--- config.mk ---
export PLATFORM = sky130hd
export DESIGN_NAME = des_key_schedule_iter_flat
export DESIGN_NICKNAME = d
export VERILOG_FILES = /design/src/rtl/des_key_schedule_iter_if.sv /design/src/rtl/des_key_schedule_iter.sv /design/src/flat_wrapper.sv
export SDC_FILE = /design/constraint.sdc
export NUM_CORES = 1
export LEC_CHECK = 0
export CAP_MARGIN = 10
export CELL_PAD_IN_SITES_DETAIL_PLACEMENT = 1
export CELL_PAD_IN_SITES_GLOBAL_PLACEMENT = 1
export CORE_AREA = 10 10 322 324
export CTS_BUF_LIST = sky130_fd_sc_hd__clkbuf_8
export DETAILED_ROUTE_END_ITERATION = 8
export DIE_AREA = 0 0 332 334
export GPL_TIMING_DRIVEN = 1
export PLACE_DENSITY = 0.69
export SETUP_SLACK_MARGIN = 0.05
export SLEW_MARGIN = 25
export SYNTH_ARGS = -nofsm -noshare
export SYNTH_HDL_FRONTEND = slang
export SYNTH_SLANG_ARGS = --single-unit
--- constraint.sdc ---
create_clock -name clk -period 13.8 [get_ports clk]
set_clock_uncertainty 0.05 [all_clocks]
set_input_delay 3.45 -clock clk [delete_from_list [all_inputs] [get_ports clk]]
set_output_delay 3.45 -clock clk [all_outputs]
set_load 0.05 [all_outputs]
--- src/rtl/des_key_schedule_iter_if.sv ---
// Request/response bundle between a DES key-schedule client and the
// iterative key schedule; the master side is the client.
interface des_key_schedule_iter_if;
  logic         start;
  logic [63:0]  key;
  logic         decrypt;
  logic         busy;
  logic         done;
  logic [767:0] round_keys;

  modport master (
    output start, key, decrypt,
    input  busy, done, round_keys
  );

  modport slave (
    input  start, key, decrypt,
    output busy, done, round_keys
  );
endinterface

--- src/rtl/des_key_schedule_iter.sv ---
// Iterative DES key schedule: PC-1 on accept, then one rotate+PC-2 round
// per cycle, packing K1..K16 (or reversed for decrypt) into round_keys.
module des_key_schedule_iter (
  input logic                     clk,
  input logic                     rst_n,
  des_key_schedule_iter_if.slave  ks
);

  typedef enum logic [1:0] {IDLE, RUN, DONE} state_e;

  // DES bit numbering: bit 1 is the MSB, so bit b of x[N-1:0] is x[N-b]
  localparam int PC1 [56] = '{
    57, 49, 41, 33, 25, 17,  9,
     1, 58, 50, 42, 34, 26, 18,
    10,  2, 59, 51, 43, 35, 27,
    19, 11,  3, 60, 52, 44, 36,
    63, 55, 47, 39, 31, 23, 15,
     7, 62, 54, 46, 38, 30, 22,
    14,  6, 61, 53, 45, 37, 29,
    21, 13,  5, 28, 20, 12,  4
  };

  localparam int PC2 [48] = '{
    14, 17, 11, 24,  1,  5,
     3, 28, 15,  6, 21, 10,
    23, 19, 12,  4, 26,  8,
    16,  7, 27, 20, 13,  2,
    41, 52, 31, 37, 47, 55,
    30, 40, 51, 45, 33, 48,
    44, 49, 39, 56, 34, 53,
    46, 42, 50, 36, 29, 32
  };

  function automatic logic [55:0] pc1(input logic [63:0] k);
    logic [55:0] r;
    r = '0;
    for (int i = 0; i < 56; i++)
      r[6'(55 - i)] = k[6'(64 - PC1[i])];
    return r;
  endfunction

  function automatic logic [47:0] pc2(input logic [55:0] cd);
    logic [47:0] r;
    r = '0;
    for (int i = 0; i < 48; i++)
      r[6'(47 - i)] = cd[6'(56 - PC2[i])];
    return r;
  endfunction

  state_e       state_q, state_d;
  logic [27:0]  c_q, c_d;
  logic [27:0]  d_q, d_d;
  logic [4:0]   rnd_q, rnd_d;
  logic         dec_q, dec_d;
  logic [767:0] rk_q, rk_d;

  logic         two;
  logic [27:0]  cn, dn;
  logic [47:0]  kn;
  logic [55:0]  cd0;
  logic [4:0]   slot;
  logic [9:0]   base;

  assign two  = !(rnd_q inside {5'd1, 5'd2, 5'd9, 5'd16});
  assign cn   = two ? {c_q[25:0], c_q[27:26]} : {c_q[26:0], c_q[27]};
  assign dn   = two ? {d_q[25:0], d_q[27:26]} : {d_q[26:0], d_q[27]};
  assign kn   = pc2({cn, dn});
  assign cd0  = pc1(ks.key);
  assign slot = dec_q ? 5'd17 - rnd_q : rnd_q;
  // slot s occupies the s-th 48-bit field counted from the MSB
  assign base = 10'd815 - 10'(slot) * 10'd48;

  always_comb begin
    state_d = state_q;
    c_d     = c_q;
    d_d     = d_q;
    rnd_d   = rnd_q;
    dec_d   = dec_q;
    rk_d    = rk_q;
    unique case (state_q)
      IDLE: begin
        if (ks.start) begin
          c_d     = cd0[55:28];
          d_d     = cd0[27:0];
          dec_d   = ks.decrypt;
          rnd_d   = 5'd1;
          state_d = RUN;
        end
      end
      RUN: begin
        c_d = cn;
        d_d = dn;
        rnd_d = rnd_q + 5'd1;
        rk_d[base -: 48] = kn;
        if (rnd_q == 5'd16)
          state_d = DONE;
      end
      DONE: state_d = IDLE;
      default: state_d = IDLE;
    endcase
  end

  always_ff @(posedge clk or negedge rst_n) begin
    if (!rst_n) begin
      state_q <= IDLE;
      c_q     <= '0;
      d_q     <= '0;
      rnd_q   <= '0;
      dec_q   <= 1'b0;
      rk_q    <= '0;
    end else begin
      state_q <= state_d;
      c_q     <= c_d;
      d_q     <= d_d;
      rnd_q   <= rnd_d;
      dec_q   <= dec_d;
      rk_q    <= rk_d;
    end
  end

  assign ks.busy       = (state_q != IDLE);
  assign ks.done       = (state_q == DONE);
  assign ks.round_keys = rk_q;

endmodule

--- src/flat_wrapper.sv ---
// flat-port wrapper written by rule: the top's interface ports become plain ports
module des_key_schedule_iter_flat 
  (clk, rst_n, ks_start, ks_key, ks_decrypt, ks_busy, ks_done, ks_round_keys);
  des_key_schedule_iter_if ks_i ();
  input logic clk;
  input logic rst_n;
  input wire logic [$bits(ks_i.start)-1:0] ks_start;
  input wire logic [$bits(ks_i.key)-1:0] ks_key;
  input wire logic [$bits(ks_i.decrypt)-1:0] ks_decrypt;
  output wire logic [$bits(ks_i.busy)-1:0] ks_busy;
  output wire logic [$bits(ks_i.done)-1:0] ks_done;
  output wire logic [$bits(ks_i.round_keys)-1:0] ks_round_keys;
  assign ks_i.start = ks_start;
  assign ks_i.key = ks_key;
  assign ks_i.decrypt = ks_decrypt;
  assign ks_busy = ks_i.busy;
  assign ks_done = ks_i.done;
  assign ks_round_keys = ks_i.round_keys;
  des_key_schedule_iter u_core (.clk(clk), .rst_n(rst_n), .ks(ks_i));
endmodule
==> results of run 1 <==
[critical path: stages, from the launching register on]
cell,delay [ns]
dfrtp_1,0.62
xor2_4,0.87
ha_1,0.37
fa_1,0.54
a21oi_1,0.43
xnor3_1,0.46
buf_4,0.36
nand3_1,0.58
inv_1,0.20
mux2i_1,0.17
nor3_4,0.77
mux2_2,0.42
[metrics by stage]
step | std cells | util, % | instance area (um2)
after global routing | 4686 | 48.1 | 46900
after global placement | 4420 | 44.8 | 43700
after CTS | 4682 | 48.0 | 46800
after floorplan | 2420 | - | 34300
final | 4690 | 48.1 | 46900
after detailed placement | 4421 | 44.9 | 43800
[logic make-up after synthesis]
kind of cell	after synthesis	synth area share (%)
buf+inv	152	2.14
mux	813	26.8
compound gates	173	3.26
fa+ha+maj	15	0.569
simple gates	420	6.05
flops	832	60.7
xor+xnor	15	0.478
[registers in the layout (all words and copies together) (netlist names)]
signal                cells
u_core.ks.round_keys    768
u_core.d_q               28
u_core.c_q               28
u_core.rnd_q              5
u_core.state_q            2
u_core.dec_q              1
[cell usage after synthesis, types with 2 or more instances]
| cell type | count | area, um2 |
|---|---|---|
| a22o_1 | 6 | 52.6 |
| nand2_1 | 72 | 270 |
| mux2_4 | 29 | 435 |
| nor2b_1 | 7 | 43.8 |
| ha_1 | 14 | 175 |
| o221a_2 | 10 | 113 |
| xor2_1 | 3 | 26.3 |
| nor2_1 | 164 | 616 |
| mux2_2 | 692 | 7790 |
| nand2_2 | 7 | 43.8 |
| a21o_1 | 2 | 15.0 |
| nand3b_1 | 3 | 22.5 |
| mux2_1 | 22 | 248 |
| or3_1 | 3 | 18.8 |
| nor2_4 | 5 | 56.3 |
| nor3_2 | 2 | 20.0 |
| and2_1 | 11 | 68.8 |
| a211oi_1 | 19 | 143 |
| nand2b_1 | 12 | 75.1 |
| buf_2 | 43 | 215 |
| buf_1 | 6 | 22.5 |
| inv_1 | 22 | 82.6 |
| o21ai_1 | 2 | 10.0 |
| nor4_2 | 3 | 37.5 |
| nand4_1 | 7 | 43.8 |
| nor3b_1 | 3 | 22.5 |
| nor2_2 | 7 | 43.8 |
| nor3_4 | 3 | 48.8 |
| o22ai_1 | 28 | 175 |
| xnor2_1 | 10 | 87.6 |
| mux2i_2 | 2 | 27.5 |
| clkbuf_1 | 61 | 229 |
| a21oi_1 | 13 | 65.1 |
| buf_6 | 10 | 113 |
| buf_4 | 9 | 67.6 |
| nor2_8 | 2 | 40.0 |
| nor3_1 | 35 | 175 |
| o21ai_0 | 70 | 350 |
| mux2i_1 | 68 | 681 |
| dfrtp_1 | 832 | 20800 |
| nand3_1 | 65 | 325 |
| and3_1 | 2 | 12.5 |
| a22oi_1 | 13 | 97.6 |
| a31oi_1 | 3 | 18.8 |
[worst paths after layout]
kind,from,endpoint,slack [ns],cells past startpoint
worst max-delay path,u_core.dec_q,u_core.ks.round_keys[739],7.80,11
worst min-delay path,u_core.ks.round_keys[701],u_core.ks.round_keys[701],0.44,1
worst max register to register,u_core.dec_q,u_core.ks.round_keys[739],7.80,11
worst min register to register,u_core.ks.round_keys[701],u_core.ks.round_keys[701],0.44,1
max in group asynchronous,rst_n,u_core.ks.round_keys[301],9.01,3
min in group asynchronous,rst_n,u_core.ks.round_keys[517],2.55,1
[layout make-up]
class	instances	area share (%)
antenna	7	0.0373
multi-input combinational	1436	27.7
sequential	832	44.4
clock buffer	193	5.66
clock inverter	68	0.736
tap	1287	3.43
timing repair buffer	844	17.9
inverter	23	0.184
[placed cells by master, fill, tap and decap left out, types with 6 or more instances in the layout]
| cell type | netlist | routed |
|---|---|---|
| a211oi_1 | 19 | 13 |
| a211oi_2 | 0 | 6 |
| a21oi_1 | 13 | 12 |
| a22o_1 | 6 | 6 |
| a22oi_1 | 13 | 13 |
| and2_1 | 11 | 11 |
| buf_4 | 9 | 47 |
| clkbuf_8 | 0 | 193 |
| clkdlybuf4s50_1 | 0 | 788 |
| clkinv_2 | 0 | 15 |
| dfrtp_1 | 832 | 832 |
| diode_2 | 0 | 7 |
| ha_1 | 14 | 14 |
| inv_1 | 22 | 64 |
| mux2_1 | 22 | 22 |
| mux2_2 | 692 | 692 |
| mux2_4 | 29 | 29 |
| mux2i_1 | 68 | 62 |
| mux2i_4 | 0 | 6 |
| nand2_1 | 72 | 68 |
| nand2_2 | 7 | 11 |
| nand2b_1 | 12 | 10 |
| nand3_1 | 65 | 64 |
| nand4_1 | 7 | 7 |
| nor2_1 | 164 | 160 |
| nor2_2 | 7 | 6 |
| nor2_4 | 5 | 10 |
| nor2b_1 | 7 | 7 |
| nor3_1 | 35 | 35 |
| o21ai_0 | 70 | 70 |
| o221a_2 | 10 | 10 |
| o22ai_1 | 28 | 24 |
| xnor2_1 | 10 | 10 |
[routing by layer]
metal / up-vias / share of wire, % / routed length, um / GRT usage, %
met5: - / 0 / 0 / 0
met4: 0 / 3.8 / 5300 / 9.66
met3: 220 / 8.9 / 12200 / 9.81
met2: 793 / 49 / 67800 / 40.5
met1: 12647 / 38 / 52400 / 26.9
li1: 10331 / - / - / -
==> flow_metrics.py, run 1 <==
metrics = {
    "run_status": {
        "status": "complete, no violations",
    },
    "layout": {
        "nets": 3369,
        "drive_gt1_share_pct": 31.8,
        "multi_input_area_mm2": 0.0130,
        "syn_to_final_growth_pct": 36.9,
        "seq_area_mm2": 0.0208,
        "num-fill-cells": 9903,
    },
    "setup_path": {
        "critPathLaunchType": "flop",
        "critPathKind": "flop to flop",
        "cp.arrival_ns": 6.64,
        "cp.required_ns": 14.44,
        "crit_fanout": 36,
        "end_kind": "flop",
    },
    "global_routing": {
        "antenna_found_initial": 9,
        "globalRouteOverflowTotal": 0,
        "grt_first_pass_wirelength_mm": 197,
        "grt_pass1_vias": 26795,
        "grt_usage_pct": 24.1,
        "grt_max_degree": 159,
    },
    "yosys": {
        "yosysWarnings": 0,
        "synth_edf_count": 0,
        "synthCells": 2420,
        "syn_nets": 2503,
        "ys_seq_area_share_pct": 60.7,
        "yosysUniqueCellTypes": 62,
        "syn_area_mm2": 0.0343,
        "async_flop_share_pct": 100,
        "postSynthAreaPerCell_um2": 14.2,
        "ys_ff_latch": 832,
        "synth-main-ff-cell": "dfrtp_1",
    },
    "clock_tree": {
        "cts_sinks": 832,
        "cts_tree": "built",
        "cts_buffers": 149,
        "post_cts_resized": 0,
        "cts-root-buf": "clkbuf_8",
        "clkTransAtPathRegs_ns": 0.06,
        "insertion_delay_ns": 0.83,
        "cts_max_path_buffers": 3,
        "cts_hold_buf": 0,
        "htree_levels": 4,
        "postCtsSetupBuffers": 0,
    },
    "floorplan": {
        "start_util_pct": 35.1,
        "ioPinCount": 838,
        "die_h_um": 334,
        "std_cell_rows": 115,
        "die_w_um": 332,
        "die-area_mm2": 0.111,
        "core_area_mm2": 0.0976,
    },
    "sta": {
        "setup_tns_ns": 0,
        "grt_setup_unrepaired": "false",
        "tightest_slew_ns": 1.12,
        "fin_crit_ns": 6.00,
        "maxSlewHeadroom_pct": 25.6,
        "drv_slew": 0,
        "layout_worst_path_cycle_share_pct": 43.5,
        "fin_hold_ws_ns": 0.442,
        "fmax_ghz": 0.167,
        "hold_viol": 0,
        "setup_viol": 0,
        "setup_ws_ns": 7.80,
    },
    "routing": {
        "drt_iter0_markers": 1386,
        "wl_per_cell_um": 29.3,
        "drc": 0,
        "num_vias": 23991,
        "drtPass1Iterations": 5,
        "viasPerCell": 5.12,
        "drt-total-wl_mm": 138,
        "ant_nets": 0,
    },
    "job": {
        "drv_cap": 0,
    },
    "place": {
        "gp_congestion": 0.839,
        "portBuffers": 789,
        "pre_cts_ws_ns": 7.83,
        "place_hpwl_mm": 99.4,
    },
    "hold_path": {
        "min_path_type": "flop to flop",
    },
}
Power of run 1 is not shown: default switching activity piles up to over one toggle a cycle in this logic, so the estimate is an artifact.
==> run 2, diff against run 1 <==
--- a/config.mk
+++ b/config.mk
@@ -8,12 +8,12 @@
 export CAP_MARGIN = 10
 export CELL_PAD_IN_SITES_DETAIL_PLACEMENT = 1
 export CELL_PAD_IN_SITES_GLOBAL_PLACEMENT = 1
-export CORE_AREA = 10 10 322 324
+export CORE_MARGIN = 10
+export CORE_UTILIZATION = 37
 export CTS_BUF_LIST = sky130_fd_sc_hd__clkbuf_8
 export DETAILED_ROUTE_END_ITERATION = 8
-export DIE_AREA = 0 0 332 334
 export GPL_TIMING_DRIVEN = 1
-export PLACE_DENSITY = 0.69
+export PLACE_DENSITY = 0.75
 export SETUP_SLACK_MARGIN = 0.05
 export SLEW_MARGIN = 25
 export SYNTH_ARGS = -nofsm -noshare
==> constraint.sdc (replaced) <==
create_clock -name clk -period 5.5 [get_ports clk]
set_clock_uncertainty 0.05 [all_clocks]
set_input_delay 1.375 -clock clk [delete_from_list [all_inputs] [get_ports clk]]
set_output_delay 1.375 -clock clk [all_outputs]
set_load 0.05 [all_outputs]
==> run 2 against run 1 <==
  * Die area is 5.1% lower
  * Sequential cell count stayed put
  * Critical path type unchanged
  * Largest cell class unchanged
  * Sequential share of layout area is 0.38 points lower
  * Count of clock-buffer cells in the layout is 10 lower
  * Critical endpoint is now u_core.ks.round_keys[656]
  * Core utilization is 3.5 points higher
==> flow_metrics.py, run 2 (same netlist as run 1, synthesis figures left out) <==
metrics = {
    "sta": {
        "setup_viol": 0,
        "grt_setup_unrepaired": "false",
        "layout_worst_path_cycle_share_pct": 89.3,
        "fmax_ghz": 0.204,
        "fin_crit_ns": 4.91,
        "hold_viol": 0,
        "drv_slew": 0,
        "setup_tns_ns": 0,
        "tightest_slew_ns": 1.09,
        "maxSlewHeadroom_pct": 27.3,
    },
    "global_routing": {
        "grt_usage_pct": 25.8,
        "grt_max_degree": 115,
        "antenna_found_initial": 7,
        "grt_first_pass_wirelength_mm": 202,
        "grt_pass1_vias": 27850,
        "globalRouteOverflowTotal": 0,
    },
    "routing": {
        "drtPass1Iterations": 5,
        "ant_nets": 0,
        "drt_iter0_markers": 1419,
        "wl_per_cell_um": 29.7,
        "drc": 0,
        "num_vias": 24606,
        "viasPerCell": 5.23,
        "drt-total-wl_mm": 139,
    },
    "layout": {
        "layout_commonest_cell": "dfrtp_1",
        "drive_gt1_share_pct": 32.4,
        "nets": 3423,
        "final_cell_mix": "dfrtp_1 (832), clkdlybuf4s50_1 (788), mux2_2 (692), clkbuf_8 (183), nor2_1 (161)",
        "num-fill-cells": 9115,
        "syn_to_final_growth_pct": 38.0,
        "largest_reg_flops": 768,
    },
    "hold_path": {
        "min_path_type": "flop to flop",
    },
    "job": {
        "drv_cap": 0,
    },
    "floorplan": {
        "core_area_mm2": 0.0918,
        "die_h_um": 324,
        "die-area_mm2": 0.105,
        "die_w_um": 324,
        "ioPinCount": 838,
        "start_util_pct": 37.3,
        "std_cell_rows": 111,
    },
    "place": {
        "gp_congestion": 0.899,
        "portBuffers": 789,
        "place_hpwl_mm": 102,
    },
    "clock_tree": {
        "cts-root-buf": "clkbuf_8",
        "htree_levels": 4,
        "postCtsSetupBuffers": 0,
        "clkTransAtPathRegs_ns": 0.06,
        "cts_sinks": 832,
        "post_cts_resized": 0,
        "cts_buffers": 147,
        "insertion_delay_ns": 0.84,
        "cts_tree": "built",
        "cts_hold_buf": 0,
        "cts_max_path_buffers": 3,
    },
    "setup_path": {
        "r2r_end": "u_core.ks.round_keys[656]",
        "reg2regPathDepth": 14,
        "cp-endpoint": "u_core.ks.round_keys[656]",
        "crit_fanout": 25,
        "end_kind": "flop",
        "r2r_slack_ns": 0.59,
        "critPathLaunchType": "flop",
        "cp.arrival_ns": 5.58,
        "critPathKind": "flop to flop",
        "timing.critical_path.from": "u_core.rnd_q[1]",
        "r2r_start": "u_core.rnd_q[1]",
        "cp.required_ns": 6.17,
    },
    "run_status": {
        "status": "complete, no violations",
    },
}
## run 2: changes by cell type in the layout (fill, tap and decap cells not counted), moves of 5 or more
cell / change
buf_4: +57
clkbuf_8: -10
bufinv_16: +7
clkinv_2: -7
inv_1: +6
nor2_4: -5
## run 2: worst min path at each step
stage / start / to / slack, ns / depth (start not counted)
2_1_floorplan: u_core.c_q[26] / u_core.c_q[26] / 0.43 / 2
3_3_place_gp: u_core.ks.round_keys[695] / u_core.ks.round_keys[695] / 0.42 / 1
3_5_place_dp: u_core.ks.round_keys[695] / u_core.ks.round_keys[695] / 0.43 / 1
4_1_cts: u_core.ks.round_keys[125] / u_core.ks.round_keys[125] / 0.45 / 1
5_1_grt: u_core.ks.round_keys[660] / u_core.ks.round_keys[660] / 0.47 / 1
6_report: u_core.ks.round_keys[125] / u_core.ks.round_keys[125] / 0.45 / 1
## run 2: layout make-up
class / count / area (um2) / area share, %
diodes: 5 / 12.5 / 0.0264
clock buffers: 183 / 2520 / 5.32
clock inverters: 79 / 607 / 1.28
inverters: 23 / 86.3 / 0.182
multi-input cells: 1436 / 12900 / 27.3
flip-flops and latches: 832 / 20800 / 44.0
well taps: 1243 / 1560 / 3.29
repair buffers: 900 / 8820 / 18.6
## run 2: metrics by stage
stage	hold WS, ns	instance area, um2	setup slack [ns]	utilization, %	instances
3_5_place_dp	0.433	44200	0.621	48.1	4434
5_1_grt	0.467	47300	0.428	51.5	4698
6_report	0.447	47300	0.587	51.6	4701
3_3_place_gp	0.420	44200	0.703	48.1	4434
4_1_cts	0.448	47300	0.615	51.5	4696
2_1_floorplan	0.433	34300	0.927	-	2420
## run 2: critical path, stage by stage, from the launching register on
cell     delay, ns
dfrtp_1       0.37
inv_1         0.20
ha_1          0.31
mux2i_2       0.24
inv_2         0.11
fa_1          0.64
nor2_1        0.11
and2_1        0.19
nand2_1       0.07
a21bo_2       0.13
or4b_4        0.55
or3_2         0.63
buf_12        0.23
nor2_4        0.52
mux2_2        0.41
## run 2: routing by layer
metal / part of all wire, % / up-vias / GRT usage [%] / wire length [um]
met5: 0.0093 / - / 0 / 13
met4: 4.2 / 2 / 11.1 / 5870
met3: 8.8 / 248 / 9.73 / 12200
met2: 49 / 922 / 43.7 / 68700
met1: 38 / 12983 / 28.8 / 52700
li1: - / 10451 / - / -
Power of run 2 is left out for the same reason.
==> run 3, diff against run 2 <==
--- a/config.mk
+++ b/config.mk
@@ -15,7 +15,6 @@
 export GPL_TIMING_DRIVEN = 1
 export PLACE_DENSITY = 0.75
 export SETUP_SLACK_MARGIN = 0.05
-export SLEW_MARGIN = 25
 export SYNTH_ARGS = -nofsm -noshare
 export SYNTH_HDL_FRONTEND = slang
 export SYNTH_SLANG_ARGS = --single-unit
==> constraint.sdc (replaced) <==
create_clock -name clk -period 5.5 [get_ports clk]
set_clock_uncertainty 0.05 [all_clocks]
set_input_delay 1.375 -clock clk [delete_from_list [all_inputs] [get_ports clk]]
set_output_delay 1.375 -clock clk [all_outputs]
set_load 0.02 [all_outputs]
==> run 3 against run 2 <==
  * Final area is 0.11% lower
  * Maximum frequency is 0.38% lower
  * Worst hold slack worse by 0.0019 ns
  * Routed wire length is 0.29% lower
  * Highest routed layer is now met4
  * Critical path depth stayed put
  * First-iteration DRC count is 2.7% lower
  * Sequential share of layout area hardly changed
==> flow_metrics.py, run 3 (same netlist as run 1, synthesis figures left out) <==
metrics = {
    "sta": {
        "grt_setup_unrepaired": "false",
        "fmax_ghz": 0.203,
        "setup_viol": 0,
        "fin_crit_ns": 4.93,
        "fin_hold_ws_ns": 0.445,
        "maxSlewHeadroom_pct": 14.5,
        "setup_tns_ns": 0,
        "tightest_slew_ns": 1.28,
        "hold_viol": 0,
        "setup_ws_ns": 0.569,
        "drv_slew": 0,
        "layout_worst_path_cycle_share_pct": 89.7,
    },
    "setup_path": {
        "crit_fanout": 25,
        "cp.required_ns": 6.15,
        "critPathKind": "flop to flop",
        "cp.arrival_ns": 5.58,
        "end_kind": "flop",
        "critPathLaunchType": "flop",
    },
    "place": {
        "gp_congestion": 0.899,
        "dpl_cell_area_mm2": 0.0442,
        "portBuffers": 789,
        "pre_cts_ws_ns": 0.634,
        "place_hpwl_mm": 102,
    },
    "global_routing": {
        "grt_first_pass_wirelength_mm": 201,
        "grt_usage_pct": 25.7,
        "grt_use_met2_pct": 43.6,
        "antenna_found_initial": 6,
        "grt_max_degree": 115,
        "grt_use_met1_pct": 28.7,
        "globalRouteOverflowTotal": 0,
        "grt.busiest_layer": "met2",
        "met3_usage_pct": 9.57,
        "grt_pass1_vias": 27695,
    },
    "routing": {
        "drt-total-wl_mm": 139,
        "drt_iter0_markers": 1380,
        "drtPass1Iterations": 5,
        "num_vias": 24504,
        "viasPerCell": 5.22,
        "wl_per_cell_um": 29.6,
        "drc": 0,
        "ant_nets": 0,
    },
    "layout": {
        "largest_reg_flops": 768,
        "layout_commonest_cell": "dfrtp_1",
        "final_cell_mix": "dfrtp_1 (832), clkdlybuf4s50_1 (788), mux2_2 (692), clkbuf_8 (182), nor2_1 (162)",
        "nets": 3422,
        "drive_gt1_share_pct": 32.4,
        "syn_to_final_growth_pct": 37.9,
        "fin_area_mm2": 0.0473,
    },
    "clock_tree": {
        "post_cts_resized": 0,
        "cts_sinks": 832,
        "cts_buffers": 146,
        "insertion_delay_ns": 0.83,
        "postCtsSetupBuffers": 0,
        "cts_tree": "built",
        "cts-root-buf": "clkbuf_8",
        "clkTransAtPathRegs_ns": 0.06,
        "cts_hold_buf": 0,
        "cts_max_path_buffers": 3,
        "htree_levels": 4,
    },
    "floorplan": {
        "core_area_mm2": 0.0918,
        "die-area_mm2": 0.105,
        "start_util_pct": 37.3,
        "ioPinCount": 838,
        "std_cell_rows": 111,
        "die_w_um": 324,
        "die_h_um": 324,
    },
    "job": {
        "drv_cap": 0,
    },
    "run_status": {
        "status": "complete, no violations",
    },
    "hold_path": {
        "min_path_type": "flop to flop",
    },
}
## run 3: cell count changes in the layout (fill, tap and decap cells not counted)
cell,previous run,this run
a211oi_1,16,19
a211oi_2,3,0
bufinv_16,8,9
clkbuf_8,183,182
clkinv_2,8,12
clkinv_8,2,0
clkinvlp_4,4,8
diode_2,5,3
inv_1,70,65
inv_6,7,2
nor2_1,161,162
nor2_2,10,9
## run 3: area by class of cell
cell class                 count  area, um2
antenna                        3       7.51
clock buffer                 182       2500
clock inverter                76        592
fill                        9108      44500
inverter                      23       86.3
multi-input combinational   1436      12900
sequential                   832      20800
tap                         1243       1560
timing repair buffer         900       8820
## run 3: per-layer routing
layer  part of all wire, %  routed length (um)
met4                   4.2                5890
met3                   8.5               11800
met2                    49               68700
met1                    38               52700
met5                     0                   0
## run 3: final timing paths
kind	start	to	slack, ns	depth (start not counted)
setup / recovery	u_core.rnd_q[1]	u_core.ks.round_keys[671]	0.57	14
hold / removal	u_core.ks.round_keys[125]	u_core.ks.round_keys[125]	0.45	1
setup reg to reg	u_core.rnd_q[1]	u_core.ks.round_keys[671]	0.57	14
hold reg to reg	u_core.ks.round_keys[125]	u_core.ks.round_keys[125]	0.45	1
max in group asynchronous	rst_n	u_core.ks.round_keys[415]	3.60	2
min in group asynchronous	rst_n	u_core.ks.round_keys[389]	0.52	1
## run 3: worst max-delay path, cell delays in order, from the launching register on
cell     delay (ns)
dfrtp_1        0.37
inv_1          0.20
ha_1           0.31
mux2i_2        0.24
inv_2          0.11
fa_1           0.64
nor2_1         0.11
and2_1         0.19
nand2_1        0.07
a21bo_2        0.13
or4b_4         0.54
or3_2          0.63
buf_12         0.23
nor2_4         0.53
mux2_2         0.41
## run 3: through the flow
stage	instances	util (%)
3_3_place_gp	4434	48.1
6_report	4695	51.5
3_5_place_dp	4434	48.1
4_1_cts	4692	51.5
5_1_grt	4694	51.5
2_1_floorplan	2420	-
Power of run 3 is left out for the same reason.
